**src/rtl/flip_tx_rt.sv**
```systemverilog
// flip_tx_rt: transmit end of the en/pause/delayed-data link.
// Buffers producer words in a DEPTH-entry FIFO and sends them as a one-cycle
// tx_en strobe. The matching word appears on tx_data exactly two cycles later.
//
// Ports:
//   clk, rst            clock, synchronous active-high reset
//   src_valid/src_data  producer offer
//   src_ready           FIFO not full (decoded from registered count)
//   tx_en               pop strobe, combinational from tx_pause
//   tx_data/tx_dvalid   stage-2 data register and its valid bit
//   tx_pause            receiver backpressure (combinational from receiver)
//   count               FIFO occupancy
//
// Optional build macro FLIP_TX_BYPASS_EN: when the FIFO is empty and the
// link is not paused, an offered word skips the FIFO and goes straight to
// stage 1. This gives 2-cycle accept-to-data latency.
module flip_tx_rt #(
    parameter int unsigned WIDTH = 32,
    parameter int unsigned DEPTH = 4
) (
    input  logic                       clk,
    input  logic                       rst,
    input  logic                       src_valid,
    input  logic [WIDTH-1:0]           src_data,
    output logic                       src_ready,
    output logic                       tx_en,
    output logic [WIDTH-1:0]           tx_data,
    output logic                       tx_dvalid,
    input  logic                       tx_pause,
    output logic [$clog2(DEPTH):0]     count
);

    localparam int unsigned PW = $clog2(DEPTH);
    localparam int unsigned CW = PW + 1;

    logic [WIDTH-1:0] mem_q [DEPTH];
    logic [PW-1:0]    wr_ptr_q, wr_ptr_d;
    logic [PW-1:0]    rd_ptr_q, rd_ptr_d;
    logic [CW-1:0]    count_q, count_d;
    logic [WIDTH-1:0] s1_data_q, s1_data_d;
    logic             s1_vld_q, s1_vld_d;
    logic [WIDTH-1:0] s2_data_q, s2_data_d;
    logic             s2_vld_q, s2_vld_d;

    logic byp;
    logic push;
    logic pop;

`ifdef FLIP_TX_BYPASS_EN
    assign byp = (count_q == '0) && src_valid && !tx_pause;
`else
    assign byp = 1'b0;
`endif

    // src_ready depends only on registered state; tx_pause reaches tx_en only
    assign src_ready = (count_q != CW'(DEPTH));
    assign tx_en     = !tx_pause && ((count_q != '0) || byp);
    assign push      = src_valid && src_ready && !byp;
    assign pop       = tx_en && !byp;

    assign count     = count_q;
    assign tx_data   = s2_data_q;
    assign tx_dvalid = s2_vld_q;

    // Pointer, occupancy and data-pipeline next state
    always_comb begin
        wr_ptr_d  = wr_ptr_q;
        rd_ptr_d  = rd_ptr_q;
        count_d   = count_q;
        s1_data_d = s1_data_q;
        s1_vld_d  = tx_en;
        s2_vld_d  = s1_vld_q;
        s2_data_d = s2_data_q;

        if (push) wr_ptr_d = wr_ptr_q + PW'(1);
        if (pop)  rd_ptr_d = rd_ptr_q + PW'(1);

        case ({push, pop})
            2'b10:   count_d = count_q + CW'(1);
            2'b01:   count_d = count_q - CW'(1);
            default: count_d = count_q;
        endcase

        if (tx_en) s1_data_d = byp ? src_data : mem_q[rd_ptr_q];
        // Stage 2 always advances; tx_data keeps its last word when idle
        if (s1_vld_q) s2_data_d = s1_data_q;
    end

    always_ff @(posedge clk) begin
        if (rst) begin
            wr_ptr_q  <= '0;
            rd_ptr_q  <= '0;
            count_q   <= '0;
            s1_data_q <= '0;
            s1_vld_q  <= 1'b0;
            s2_data_q <= '0;
            s2_vld_q  <= 1'b0;
        end else begin
            wr_ptr_q  <= wr_ptr_d;
            rd_ptr_q  <= rd_ptr_d;
            count_q   <= count_d;
            s1_data_q <= s1_data_d;
            s1_vld_q  <= s1_vld_d;
            s2_data_q <= s2_data_d;
            s2_vld_q  <= s2_vld_d;
        end
    end

    // Storage array: no reset, since contents are qualified by count
    always_ff @(posedge clk) begin
        if (push) mem_q[wr_ptr_q] <= src_data;
    end

endmodule
```
**config.mk**
```make
export PLATFORM = sky130hd
export DESIGN_NAME = flip_tx_rt
export DESIGN_NICKNAME = d
export VERILOG_FILES = /design/src/rtl/flip_tx_rt.sv
export SDC_FILE = /design/constraint.sdc
export NUM_CORES = 1
export LEC_CHECK = 0
export ABC_AREA = 1
export CAP_MARGIN = 15
export CORE_MARGIN = 1
export CORE_UTILIZATION = 27
export CTS_BUF_LIST = sky130_fd_sc_hd__clkbuf_8
export DETAILED_ROUTE_END_ITERATION = 12
export SLEW_MARGIN = 30
export SYNTH_ARGS = -nofsm -noshare
export SYNTH_HDL_FRONTEND = slang
export SYNTH_SLANG_ARGS = --single-unit
```
**constraint.sdc**
```tcl
create_clock -name clk -period 2.6 [get_ports clk]
set_input_delay 0.26 -clock clk [delete_from_list [all_inputs] [get_ports clk]]
set_output_delay 0.26 -clock clk [all_outputs]
set_load 0.02 [all_outputs]
```
== After elaboration in Yosys (flattened, before gate mapping) ==
Memories as Yosys holds them, arrays and structs flattened. A register that Yosys moved wholly into a read port is not among the register bits.
Index checks and enable logic that the tools add are counted.
Widths: inputs -> output; s select.

* Register bits after elaboration: 41
* RAM bits: 128
* Bits of input ports: 36
* Output and inout bits: 38
* Word-level logic and storage cells: 22
* Memories kept: 1

* $add $sub $neg: 4
* Eq/ne operators: 3
* Multiplexer cells: 3
* Reductions and logical operators: 5

{| class="wikitable"
|+ Memories
! memory !! words !! bits a word !! read ports !! clocked after memory_dff !! write ports !! line !! RTL
|-
| mem_q || 4 || 32 || 1 || 1 || 1 || 36 || <nowiki>logic [WIDTH-1:0] mem_q [DEPTH];</nowiki>
|}

{| class="wikitable"
|+ Operators by type and width
! kind !! number
|-
| $pmux 3 s2 || 1
|-
| $add 2x1->2 const B || 2
|-
| $add 3x1->3 const B || 1
|-
| $ne 3x3->1 const B || 1
|-
| $reduce_bool 3->1 || 1
|-
| $sub 3x1->3 const B || 1
|-
| $eq 2x1->1 const B || 1
|-
| $eq 2x2->1 const B || 1
|-
| $logic_and 1x1->1 || 2
|-
| $mux 1 || 2
|-
| $reduce_bool 2->1 || 1
|-
| $logic_not 1->1 || 1
|}

== Depth between registers and ports, before layout ==
* Depth after elaboration: 4
* Gate-level depth with buffers: 14
* Gate-level depth less buffers: 13

== Worst setup path before layout ==
No wires, ideal clock.

* Path type: register to register
* Start: register count_q[1], in the netlist count[1]
* End: memory mem_q[0][0], enable pin
* Arrival time: 2.326 ns
* Required time: 2.179 ns
* Slack: -0.147 ns
* Cell stages (with the launch flop): 5
* Buffers on the path: 0
* Period minus slack after synthesis: 2.747 ns
* Cells stage by stage: dfxtp_1 > nor2_1 > nand2_1 > nand2_1 > nor2_1

* Cells in the longest elaborated chain, start to end: 4

{| class="wikitable"
|+ Ends and longest elaborated chain
! item !! line !! RTL
|-
| from (decl) || 39 || <nowiki>logic [CW-1:0] count_q, count_d;</nowiki>
|-
| from (signal assigned) || 101 || <nowiki>count_q <= count_d;</nowiki>
|-
| $ne 3x3->1 || 56 || <nowiki>assign src_ready = (count_q != CW'(DEPTH));</nowiki>
|-
| via src_ready || 25 || <nowiki>output logic src_ready,</nowiki>
|-
| $logic_and 1x1->1 || 58 || <nowiki>assign push = src_valid && src_ready && !byp;</nowiki>
|-
| $mux 1 || 111 || <nowiki>if (push) mem_q[wr_ptr_q] <= src_data;</nowiki>
|-
| $mux 1 (implied by the code) || 111 ||
|-
| to (decl) || 36 ||
|}

The timed path passes the listed nets, and every way through them passes these cells.

== Worst setup path in the final report ==
* Start: register count_q[1], in the netlist count[1]
* End: output port tx_en

* Cells in the longest elaborated chain, start to end: 2

{| class="wikitable"
|+ Ends and longest elaborated chain
! item !! line !! RTL
|-
| $reduce_bool 3->1 || 57 || <nowiki>assign tx_en = !tx_pause && ((count_q != '0) || byp);</nowiki>
|-
| $logic_and 1x1->1 || 57 ||
|-
| to (decl) || 26 || <nowiki>output logic tx_en,</nowiki>
|}

Every way passes these cells.

==> impl_metrics.yaml <==
timing:
  fin_crit_ns: 2.15
  max_freq_ghz: 0.466
  rsz0062_at_grt: "no"
  tns_ns: 0
  skew_ns: 0.0254
  finalSetupViolCount: 0
  fin_crit_sh: 0.826
  final_hold_viol_count: 0
  worst_pin_slew_ns: 0.716
  slew_headroom: 0.522
  slew_violations: 0
  holdWs_ns: 0.329
worst_setup_path:
  r2r_cells: 12
  startpoint: "count[1]$_SDFFE_PP0P_"
  startpoint_type: "register"
  critPathCaptureType: "primary output"
  worst-path-max-fanout: 4
  worst-endpoint-required_ns: 2.34
  criticalPathCategory: "reg2out"
  reg2reg_from: "count[1]$_SDFFE_PP0P_"
  worst-r2r-setup-slack_ns: 0.65
  crit_arrival_ns: 1.89
  rr_endpoint: "count[2]$_SDFFE_PP0P_"
yosys:
  ys_warn_count: 0
  avgSynthCellArea_um2: 9.25
  synth_top_area_share: 0.472
  synth_cells: 880
  ys_types: 15
  netlist_top_cells_area: "edfxtp_1 (47%), dfxtp_1 (18%), nand2_1 (11%)"
  ys_seq_elements: 201
  synth.largest_area_cell: "edfxtp_1"
  synthesis.nets: 922
  syn_area_mm2: 0.00814
  yosysSeqAreaShare: 0.652
routing:
  initialDrtViolationCount: 367
  antenna_left: 0
  num_vias: 5337
  drc: 0
  wl_um: 16200
  wl_per_cell_um: 11.8
  viasPerCell: 3.89
  dr.pass1.iters: 5
worst_hold_path:
  min_path_cells: 1
  min-delay-start: "src_data[31]"
  hp-class: "in2reg"
  hold_end: "mem_q[3][31]$_DFFE_PP_"
grt:
  first_global_vias: 5203
  antenna_found_initial: 6
  grt_pass1_wl_um: 26800
  grt_max_degree: 68
  grt-ovfl-total: 0
  track_usage: 0.109
placement:
  hpwl_um: 9970
  place_congestion: 0.717
  io_buffers: 73
clock_tree:
  cts_setup_buffers: 0
  cts_buffers: 30
  tritoncts: "done"
  cts.sinks: 201
  clockRootBuffer: "clkbuf_8"
  cts_resized: 0
  clk_pin_slew_worst_paths_ns: 0.06
  cts_buffer_depth: 3
  postCtsHoldBufs: 0
  h-tree-depth: 1
  clk_latency_ns: 0.55
layout:
  area.growth.synth_to_final_pct: 22.5
  drive_above_1_share: 0.0613
  nets: 997
pwr:
  irDropWorstVdd_v: 0.000379
  p_per_area_mw_per_mm2: 912
  p_leak_uw: 0.00436
die:
  floorplan.initialDensity: 0.275
  die_y_um: 176
  dieArea_mm2: 0.0308
  die_x_um: 176
  io_pins: 74
  core_mm2: 0.0296
  rows: 63
status:
  status: "complete, no violations"
run:
  max_cap_viol_count: 0
[cell usage after synthesis (all sizes together)]
cell type	number
ha	5
inv	178
nand3	68
fa	1
dfxtp	73
buf	25
a21oi	37
clkbuf	17
edfxtp	128
o21ai	35
nor2	75
nand2	238
[flip-flops by register name, indices dropped and copies added, names as in the netlist]
name       count
tx_data       32
mem_q        128
s1_vld_q       1
tx_dvalid      1
s1_data_q     32
count          3
rd_ptr_q       2
wr_ptr_q       2
[cells by family after synthesis]
group           after synthesis  share of synthesized area
simple gates                381                      0.187
buf+inv                     220                      0.107
flops                       201                      0.652
compound gates               72                     0.0443
fa+ha+maj                     6                     0.0101
[worst max-delay path by stage]
| stage | endpoint | slack [ns] | cells past startpoint |
|---|---|---|---|
| 2_1_floorplan | mem_q[0][0]$_DFFE_PP_ | -0.15 | 4 |
| 3_3_place_gp | count[2]$_SDFFE_PP0P_ | 0.54 | 11 |
| 3_5_place_dp | count[2]$_SDFFE_PP0P_ | 0.51 | 11 |
| 4_1_cts | tx_en | 0.41 | 5 |
| 5_1_grt | tx_en | 0.33 | 5 |
| 6_report | tx_en | 0.45 | 5 |
[critical path, stage by stage (launching register included)]
cell and delay (ns):
dfxtp_1 0.37, nor2_1 0.07, nand2_1 0.10, nand2_2 0.06, inv_1 0.09, clkdlybuf4s50_1 0.63
[stage by stage]
stage | std cells | setup WS, ns | utilization | total power (uW) | area, um^2
finish | 1372 | 0.453 | 0.336 | 9090 | 9970
detailed placement | 1313 | 0.510 | 0.315 | 6540 | 9330
floorplan | 880 | -0.147 | - | 5740 | 8140
global route | 1368 | 0.327 | 0.336 | 9740 | 9960
global placement | 1313 | 0.536 | 0.315 | 6510 | 9330
CTS | 1368 | 0.406 | 0.336 | 9210 | 9960
[layout by cell type (no fill, tap or decap), drive strengths merged]
cell type      count
nand2            238
inv              185
edfxtp           128
nor2              75
clkdlybuf4s50     73
dfxtp             73
nand3             68
a21oi             37
o21ai             35
clkbuf            31
clkinv            13
buf               12
ha                 5
diode              4
bufinv             4
fa                 1
[layer usage]
layer  wire length (um)  share of wire  vias to the layer above  GRT usage
li1                   -              -                     2877          -
met5                 22         0.0014                        -          0
met1               7510           0.46                     2323      0.138
met2               7050           0.44                      105      0.172
met4                278          0.017                        4     0.0380
met3               1330          0.082                       28     0.0353
[where the power goes]
group          switching [uW]  leakage [uW]  internal [uW]  total, uW
registers                 153       0.00177           3880       4040
logic                    1550       0.00223            853       2400
clock network            1140      0.000353           1510       2650
total                    2850       0.00436           6240       9090
[cell type report]
| cell class | instances | area, um^2 |
|---|---|---|
| Tap cell | 390 | 488 |
| Antenna cell | 4 | 10.0 |
| Clock inverter | 24 | 205 |
| Sequential cell | 201 | 5310 |
| Timing Repair Buffer | 85 | 896 |
| Fill cell | 3073 | 19700 |
| Clock buffer | 31 | 427 |
| Multi-Input combinational cell | 459 | 1970 |
| Inverter | 178 | 668 |
Note: power is estimated with default switching activity, not from simulation.
